--- src/rtl/vdd_rail_sequencer.sv ---
// Power sequencer for the VDD1..VDDn supply rails: ascending power-up with
// per-rail power-good and settle, descending power-down, and a global fault latch.
module vdd_rail_sequencer #(
  parameter int N_RAILS    = 6,
  parameter int PG_TIMEOUT = 1000,
  parameter int SETTLE_CYC = 16
) (
  input  logic                       clk,
  input  logic                       rst,
  input  logic                       on_req,
  input  logic                       off_req,
  input  logic                       fault_clr,
  input  logic [N_RAILS-1:0]         pg,
  output logic [N_RAILS-1:0]         rail_en,
  output logic                       all_on,
  output logic                       all_off,
  output logic                       busy,
  output logic                       fault,
  output logic [$clog2(N_RAILS)-1:0] fault_rail
);

  localparam int IW   = $clog2(N_RAILS);
  localparam int MAXC = (PG_TIMEOUT > SETTLE_CYC) ? PG_TIMEOUT : SETTLE_CYC;
  localparam int TW   = $clog2(MAXC + 1);

  localparam logic [TW-1:0] TO_LAST = TW'(PG_TIMEOUT - 1);
  localparam logic [TW-1:0] ST_LAST = TW'(SETTLE_CYC - 1);
  localparam logic [IW-1:0] TOP     = IW'(N_RAILS - 1);

  typedef enum logic [2:0] {
    OFF       = 3'd0,
    RAMP_UP   = 3'd1,
    SETTLE    = 3'd2,
    ON        = 3'd3,
    RAMP_DOWN = 3'd4,
    FAULT     = 3'd5
  } state_t;

  state_t             state, state_n;
  logic [IW-1:0]      idx, idx_n, fault_rail_n, loss_rail;
  logic [TW-1:0]      timer, timer_n;
  logic [N_RAILS-1:0] rail_en_n;
  logic               on_req_q;
  logic               loss;

  // A rail counts as lost when it is enabled, already qualified, and its pg drops;
  // the rail still ramping in RAMP_UP is excluded. Lowest index wins.
  always_comb begin
    loss      = 1'b0;
    loss_rail = '0;
    for (int j = N_RAILS - 1; j >= 0; j--) begin
      if (rail_en[j] && !pg[j] &&
          ((j < int'(idx)) || ((j == int'(idx)) && (state != RAMP_UP)))) begin
        loss      = 1'b1;
        loss_rail = IW'(j);
      end
    end
    if (!(state inside {RAMP_UP, SETTLE, ON})) loss = 1'b0;
  end

  always_comb begin
    state_n      = state;
    idx_n        = idx;
    timer_n      = timer;
    rail_en_n    = rail_en;
    fault_rail_n = fault_rail;
    unique case (state)
      OFF: begin
        if (on_req_q) begin
          state_n      = RAMP_UP;
          idx_n        = '0;
          timer_n      = '0;
          rail_en_n    = '0;
          rail_en_n[0] = 1'b1;
        end
      end
      RAMP_UP: begin
        if (loss) begin
          state_n      = FAULT;
          fault_rail_n = loss_rail;
          rail_en_n    = '0;
        end else if (pg[idx]) begin
          state_n = SETTLE;
          timer_n = '0;
        end else if (timer == TO_LAST) begin
          state_n      = FAULT;
          fault_rail_n = idx;
          rail_en_n    = '0;
        end else if (off_req) begin
          state_n        = RAMP_DOWN;
          rail_en_n[idx] = 1'b0;
          timer_n        = '0;
        end else begin
          timer_n = timer + TW'(1);
        end
      end
      SETTLE: begin
        if (loss) begin
          state_n      = FAULT;
          fault_rail_n = loss_rail;
          rail_en_n    = '0;
        end else if (off_req) begin
          state_n        = RAMP_DOWN;
          rail_en_n[idx] = 1'b0;
          timer_n        = '0;
        end else if (timer == ST_LAST) begin
          if (idx == TOP) begin
            state_n = ON;
          end else begin
            state_n          = RAMP_UP;
            idx_n            = idx + IW'(1);
            rail_en_n[idx_n] = 1'b1;
          end
          timer_n = '0;
        end else begin
          timer_n = timer + TW'(1);
        end
      end
      ON: begin
        if (loss) begin
          state_n      = FAULT;
          fault_rail_n = loss_rail;
          rail_en_n    = '0;
        end else if (off_req) begin
          state_n        = RAMP_DOWN;
          rail_en_n[idx] = 1'b0;
          timer_n        = '0;
        end
      end
      RAMP_DOWN: begin
        if (!pg[idx]) begin
          timer_n = '0;
          if (idx == '0) begin
            state_n = OFF;
          end else begin
            idx_n            = idx - IW'(1);
            rail_en_n[idx_n] = 1'b0;
          end
        end else if (timer == TO_LAST) begin
          state_n      = FAULT;
          fault_rail_n = idx;
          rail_en_n    = '0;
        end else begin
          timer_n = timer + TW'(1);
        end
      end
      FAULT: begin
        rail_en_n = '0;
        if (fault_clr) begin
          state_n = OFF;
          idx_n   = '0;
          timer_n = '0;
        end
      end
      default: begin
        state_n   = OFF;
        rail_en_n = '0;
      end
    endcase
  end

  // on_req passes through one register stage before OFF acts on it.
  always_ff @(posedge clk) begin
    if (rst) begin
      state      <= OFF;
      idx        <= '0;
      timer      <= '0;
      rail_en    <= '0;
      fault_rail <= '0;
      on_req_q   <= 1'b0;
      all_on     <= 1'b0;
      all_off    <= 1'b1;
      busy       <= 1'b0;
      fault      <= 1'b0;
    end else begin
      state      <= state_n;
      idx        <= idx_n;
      timer      <= timer_n;
      rail_en    <= rail_en_n;
      fault_rail <= fault_rail_n;
      on_req_q   <= on_req;
      all_on     <= (state_n == ON);
      all_off    <= (state_n == OFF);
      busy       <= (state_n inside {RAMP_UP, SETTLE, RAMP_DOWN});
      fault      <= (state_n == FAULT);
    end
  end

endmodule

--- config.mk ---
export PLATFORM = sky130hd
export DESIGN_NAME = vdd_rail_sequencer
export DESIGN_NICKNAME = d
export VERILOG_FILES = /design/src/rtl/vdd_rail_sequencer.sv
export SDC_FILE = /design/constraint.sdc
export NUM_CORES = 1
export LEC_CHECK = 0
export CAP_MARGIN = 20
export CORE_ASPECT_RATIO = 1.5
export CORE_MARGIN = 4
export CORE_UTILIZATION = 30
export CTS_CLUSTER_SIZE = 24
export DETAILED_ROUTE_END_ITERATION = 8
export SKIP_LAST_GASP = 1
export SLEW_MARGIN = 20
export SYNTH_ARGS = -nofsm -noshare
export SYNTH_HDL_FRONTEND = slang
export SYNTH_SLANG_ARGS = --single-unit
--- constraint.sdc ---
create_clock -name clk -period 8 [get_ports clk]
set_input_delay 2 -clock clk [delete_from_list [all_inputs] [get_ports clk]]
set_output_delay 2 -clock clk [all_outputs]
set_load 0.01 [all_outputs]
# [After elaboration in Yosys (flattened, before gate mapping)]
# Index checks and enable logic that the tools add are counted.
[classes] addsub=3 n_lt_le_gt_ge=12 div_mod_pow=0 n_mul=0 n_shift=0 n_eq_ne=39 n_mux=79 n_bitwise=5 n_reduce_logical=47
[op_table] operator="$mux 10" count=13
[op_table] operator="$mux 3" count=32
[op_table] operator="$mux 6" count=13
[op_table] operator="$pmux 10 s6" count=1
[op_table] operator="$pmux 6 s5" count=1
[op_table] operator="$ne 2x2->1 const B" count=11
[op_table] operator="$logic_and 1x1->1" count=21
[op_table] operator="$pmux 3 s6" count=1
[op_table] operator="$reduce_and 9->1" count=2
[op_table] operator="$eq 3x3->1 const B" count=5
[op_table] operator="$ne 3x3->1 const B" count=5
[op_table] operator="$and 6x6->6" count=2
[op_table] operator="$eq 3x2->1 const B" count=4
[op_table] operator="$eq 3x3->1 const A" count=4
[op_table] operator="$logic_not 3->1" count=4
[op_table] operator="$lt 3x4->1 const B" count=3
[op_table] operator="$not 6->6" count=2
[op_table] operator="$pmux 3 s4" count=1
[op_table] operator="$mux 1" count=11
[op_table] operator="$add 10x1->10 const B" count=1
[op_table] operator="$eq 10x10->1 const B" count=1
[op_table] operator="$eq 10x4->1 const B" count=1
[op_table] operator="$demux 1 s3" count=3
[op_table] operator="$ge 3x1->1 const B" count=3
[op_table] operator="other kinds (23)" count=40
[totals] word_cells=195 register_bits=30 output_inout_bits=13 latchBits=0 mem_count=0 in_bits=11 mem_bits_rw=0 romBits=0

# [Longest topological paths before layout]
[depth] ltp_word=15 depth_mapped=11 mapped_depth_nobuf=9

# [Worst setup path after synthesis]
# No wires, ideal clock.
[synth_path] path_kind="input -> register" from="input port pg[3]" to="register timer[0]" slack_ns=4.069 arrival_time_ns=3.801 cell_stages=7 path_buffers=0 t_required_ns=7.869 setup_ns=0.131 path_cell_list="mux4_2 > a22oi_4 > nor4_1 > nor2_1 > nand2_1 > o31ai_4 > nor2_1"
[synth_between] elab_chain_len=10 elab_cells_between_ends=20 cone_classes="5 x eq/ne; 11 x mux; 4 x reduce/logical"
[synth_rtl] item="start: declaration" line_no="13" source="input logic [N_RAILS-1:0] pg,"
[synth_rtl] item="$logic_not 1->1" line_no="52" source="if (rail_en[j] && !pg[j] &&"
[synth_rtl] item="$logic_and 1x1->1 (2 in series)" line_no="52"
[synth_rtl] item="$mux 1 (4 in series)" line_no="52"
[synth_rtl] item="$mux 1" line_no="58" source="if (!(state inside {RAMP_UP, SETTLE, ON})) loss = 1'b0;"
[synth_rtl] item="$ne 2x2->1 (no source line)"
[synth_rtl] item="$reduce_and 9->1 (no source line)"
[synth_rtl] item="end signal: assignment" line_no="178" source="timer <= timer_n;"
[synth_rtl] item="end: declaration" line_no="41" source="logic [TW-1:0] timer, timer_n;"
# Several ways; a longest one is shown, not always the timed one. The select of a mux whose other input is x is not followed.
# A chain may end at the register's enable or synchronous reset.

# [Worst setup path in the final report]
[layout_path] from="input port pg[3]" to="register timer[5]"
# Same word-level chain as after synthesis.

==> qor.yml <==
pwr:
  irDropWorstVdd_mv: 0.109
  p_per_area_nw_per_um2: 152
  p_leak_nw: 0.997
sta:
  fin_crit_sh_pct: 56.2
  finalMaxSlewViolations: 0
  tns_ns: 0
  tightest_slew_ns: 0.857
  skew_ns: 0.00576
  grt_setup_unrepaired: "no"
  final-setup-viol-count: 0
  layout_setup_ws_ns: 3.50
  fmax_mhz: 222
  slew_headroom_pct: 42.8
  finalHoldViolCount: 0
  hold_ws_ns: 0.461
  min_period_ns: 4.50
global_routing:
  grt_overflow: 0
  antenna_found_initial: 0
  track_usage_pct: 15.4
  grt_pass1_wl_um: 11200
  grt_pass1_vias: 2261
  grt_max_degree: 23
route:
  wl_per_cell_um: 16.5
  vias: 2330
  viasPerCell: 5.70
  routed_wl_um: 6760
  drt_iter0_drc: 173
  drc: 0
  ant_nets: 0
  drt_pass1_iterations: 4
floorplan:
  core-area_um2: 7560
  rows: 39
  start_util_pct: 30.7
  die_x_um: 79.9
  io_pins: 24
  fp.dieArea_um2: 9250
  die_h_um: 116
cts:
  htree_levels: 2
  post_cts_resized: 0
  clkSinkCount: 30
  root_buffer: "clkbuf_16"
  cts_setup_buffers: 0
  cts_max_path_buffers: 2
  cts_made_buffers: 5
  cts_hold_buf: 0
  cts_tree: "yes"
  clock_latency_ns: 0.28
  cts.clk_slew.worst_paths_ns: 0.05
yosys:
  synth_most_common_cell: "dfxtp_1"
  ys_seq_area_share_pct: 25.8
  synthFlopType: "dfxtp_1"
  synth_top_family_by_area: "simple AND/OR/NAND/NOR gates"
  async_flop_share_pct: 0
  synth-adder-area-share_pct: 3.77
  synth_top_cell_area_share_pct: 25.8
  synth_nets: 309
  yosys.area_share.simple_pct: 31.1
  yosysWarnings: 0
  synth_compound_area_share_pct: 27.8
  postSynthCellCount: 291
  synth_largest_area_cell: "dfxtp_1"
  synth_commonest_cells: "dfxtp_1, nor2_1, a21oi_1, nand2_1, inv_1"
  syn-cell-area_um2: 2320
  synth-xor-area-share_pct: 4.14
  ys_types: 69
  syn_area_per_cell_um2: 7.99
  synthMuxAreaShare_pct: 2.31
  synth.top_cells.by_area: "dfxtp_1, nor2_1, a21oi_1, ha_1, xor2_1"
  synth-edff-count: 0
  ys_ff_latch: 30
job:
  maxCapViolCount: 0
place:
  gp_congestion: 0.836
  dp_hpwl_um: 5060
  pre_cts_ws_ns: 3.24
  place_area_um2: 2610
  port_buffers: 23
worst_setup_path:
  reg2reg_to: "rail_en[5]"
  r2r_slack_ns: 4.40
  worstSetupStartpointType: "input pin"
  cp-end-kind: "flop"
  reg2reg_from: "idx[0]"
  cp_data_arrival_time_ns: 4.64
  worstPathRequired_ns: 8.14
  critPathMaxFanout: 10
  path_class: "in -> reg"
  r2r_cells: 8
worst_hold_path:
  hold_end: "fault_rail[1]"
  hold_depth: 2
  hold_class: "reg -> reg"
  hold_start: "fault_rail[1]"
cells_and_area:
  layout-drive-gt1-share_pct: 7.82
  fill_cells: 798
  area_growth_pct: 18.8
  antenna_cells: 0
  regArea_um2: 601
  multi_input_area_um2: 1610
  finalNetCount: 324
  final_area_um2: 2760
status:
  status: "completed"
[metal layers]
| layer | global-route usage [%] | share of wire [%] | wire length [um] |
|---|---|---|---|
| met1 | 18.5 | 42 | 2860 |
| met2 | 26.4 | 50 | 3410 |
| met3 | 2.88 | 5.1 | 347 |
| met4 | 6.76 | 2.2 | 146 |
| met5 | 0 | 0 | 0 |
[state kept, by name, summed over array words and instances (netlist names)]
| signal | flops |
|---|---|
| timer | 10 |
| on_req_q | 1 |
| all_on | 1 |
| fault | 1 |
| rail_en | 6 |
| idx | 3 |
| fault_rail | 3 |
| all_off | 1 |
| busy | 1 |
| state | 3 |
[cell type report]
cell class	instances	share of cell area, %
clock buffers	7	5.17
clock inverters	1	0.181
inverters	13	1.77
multi-input cells	233	58.2
flip-flops and latches	30	21.7
well taps	102	4.62
repair buffers	23	8.34
[worst max-delay path, stage by stage]
cell and delay, ns:
clkdlybuf4s50_1 0.44, mux4_2 0.56, a22oi_4 0.32, nor4_1 0.13, nor2_1 0.38, nand2_1 0.21, o31ai_4 0.48, nor2_1 0.11
[logic make-up (layout without fill, tap and decap cells)]
| logic type | after synthesis | after routing |
|---|---|---|
| compound gates | 84 | 84 |
| simple gates | 127 | 127 |
| fa+ha+maj | 7 | 7 |
| xor+xnor | 11 | 11 |
| buf+inv | 28 | 44 |
| flops | 30 | 30 |
| mux | 4 | 4 |
[placed cells by master (no fill, tap or decap), types with 8 or more instances in the layout]
master           count
dfxtp_1             30
nor2_1              28
clkdlybuf4s50_1     23
a21oi_1             20
nand2_1             20
inv_1               13
nand3_1             11
xor2_1              10
a31oi_1              9
nor2b_1              8
[power by group]
part | total [mW] | switching [mW] | internal (mW)
Sequential | 0.162 | 0.00758 | 0.154
Combinational | 0.0699 | 0.0412 | 0.0287
Clock | 0.188 | 0.0646 | 0.123
[worst max path at each step]
stage / start / end / slack (ns) / cells past startpoint
5_1_grt: pg[3] / timer[5] / 3.31 / 8
2_1_floorplan: pg[3] / timer[0] / 4.07 / 7
4_1_cts: pg[3] / timer[5] / 3.53 / 8
3_3_place_gp: pg[3] / timer[9] / 3.33 / 8
6_report: pg[3] / timer[5] / 3.50 / 8
3_5_place_dp: pg[3] / timer[5] / 3.24 / 8
[stage by stage]
stage / power [mW] / util [%] / std cells
2_1_floorplan: 0.212 / - / 291
3_3_place_gp: 0.234 / 34.6 / 401
3_5_place_dp: 0.234 / 34.6 / 401
4_1_cts: 0.425 / 36.5 / 409
5_1_grt: 0.441 / 36.5 / 409
6_report: 0.420 / 36.5 / 409
Power figures use the tool's default switching activity.
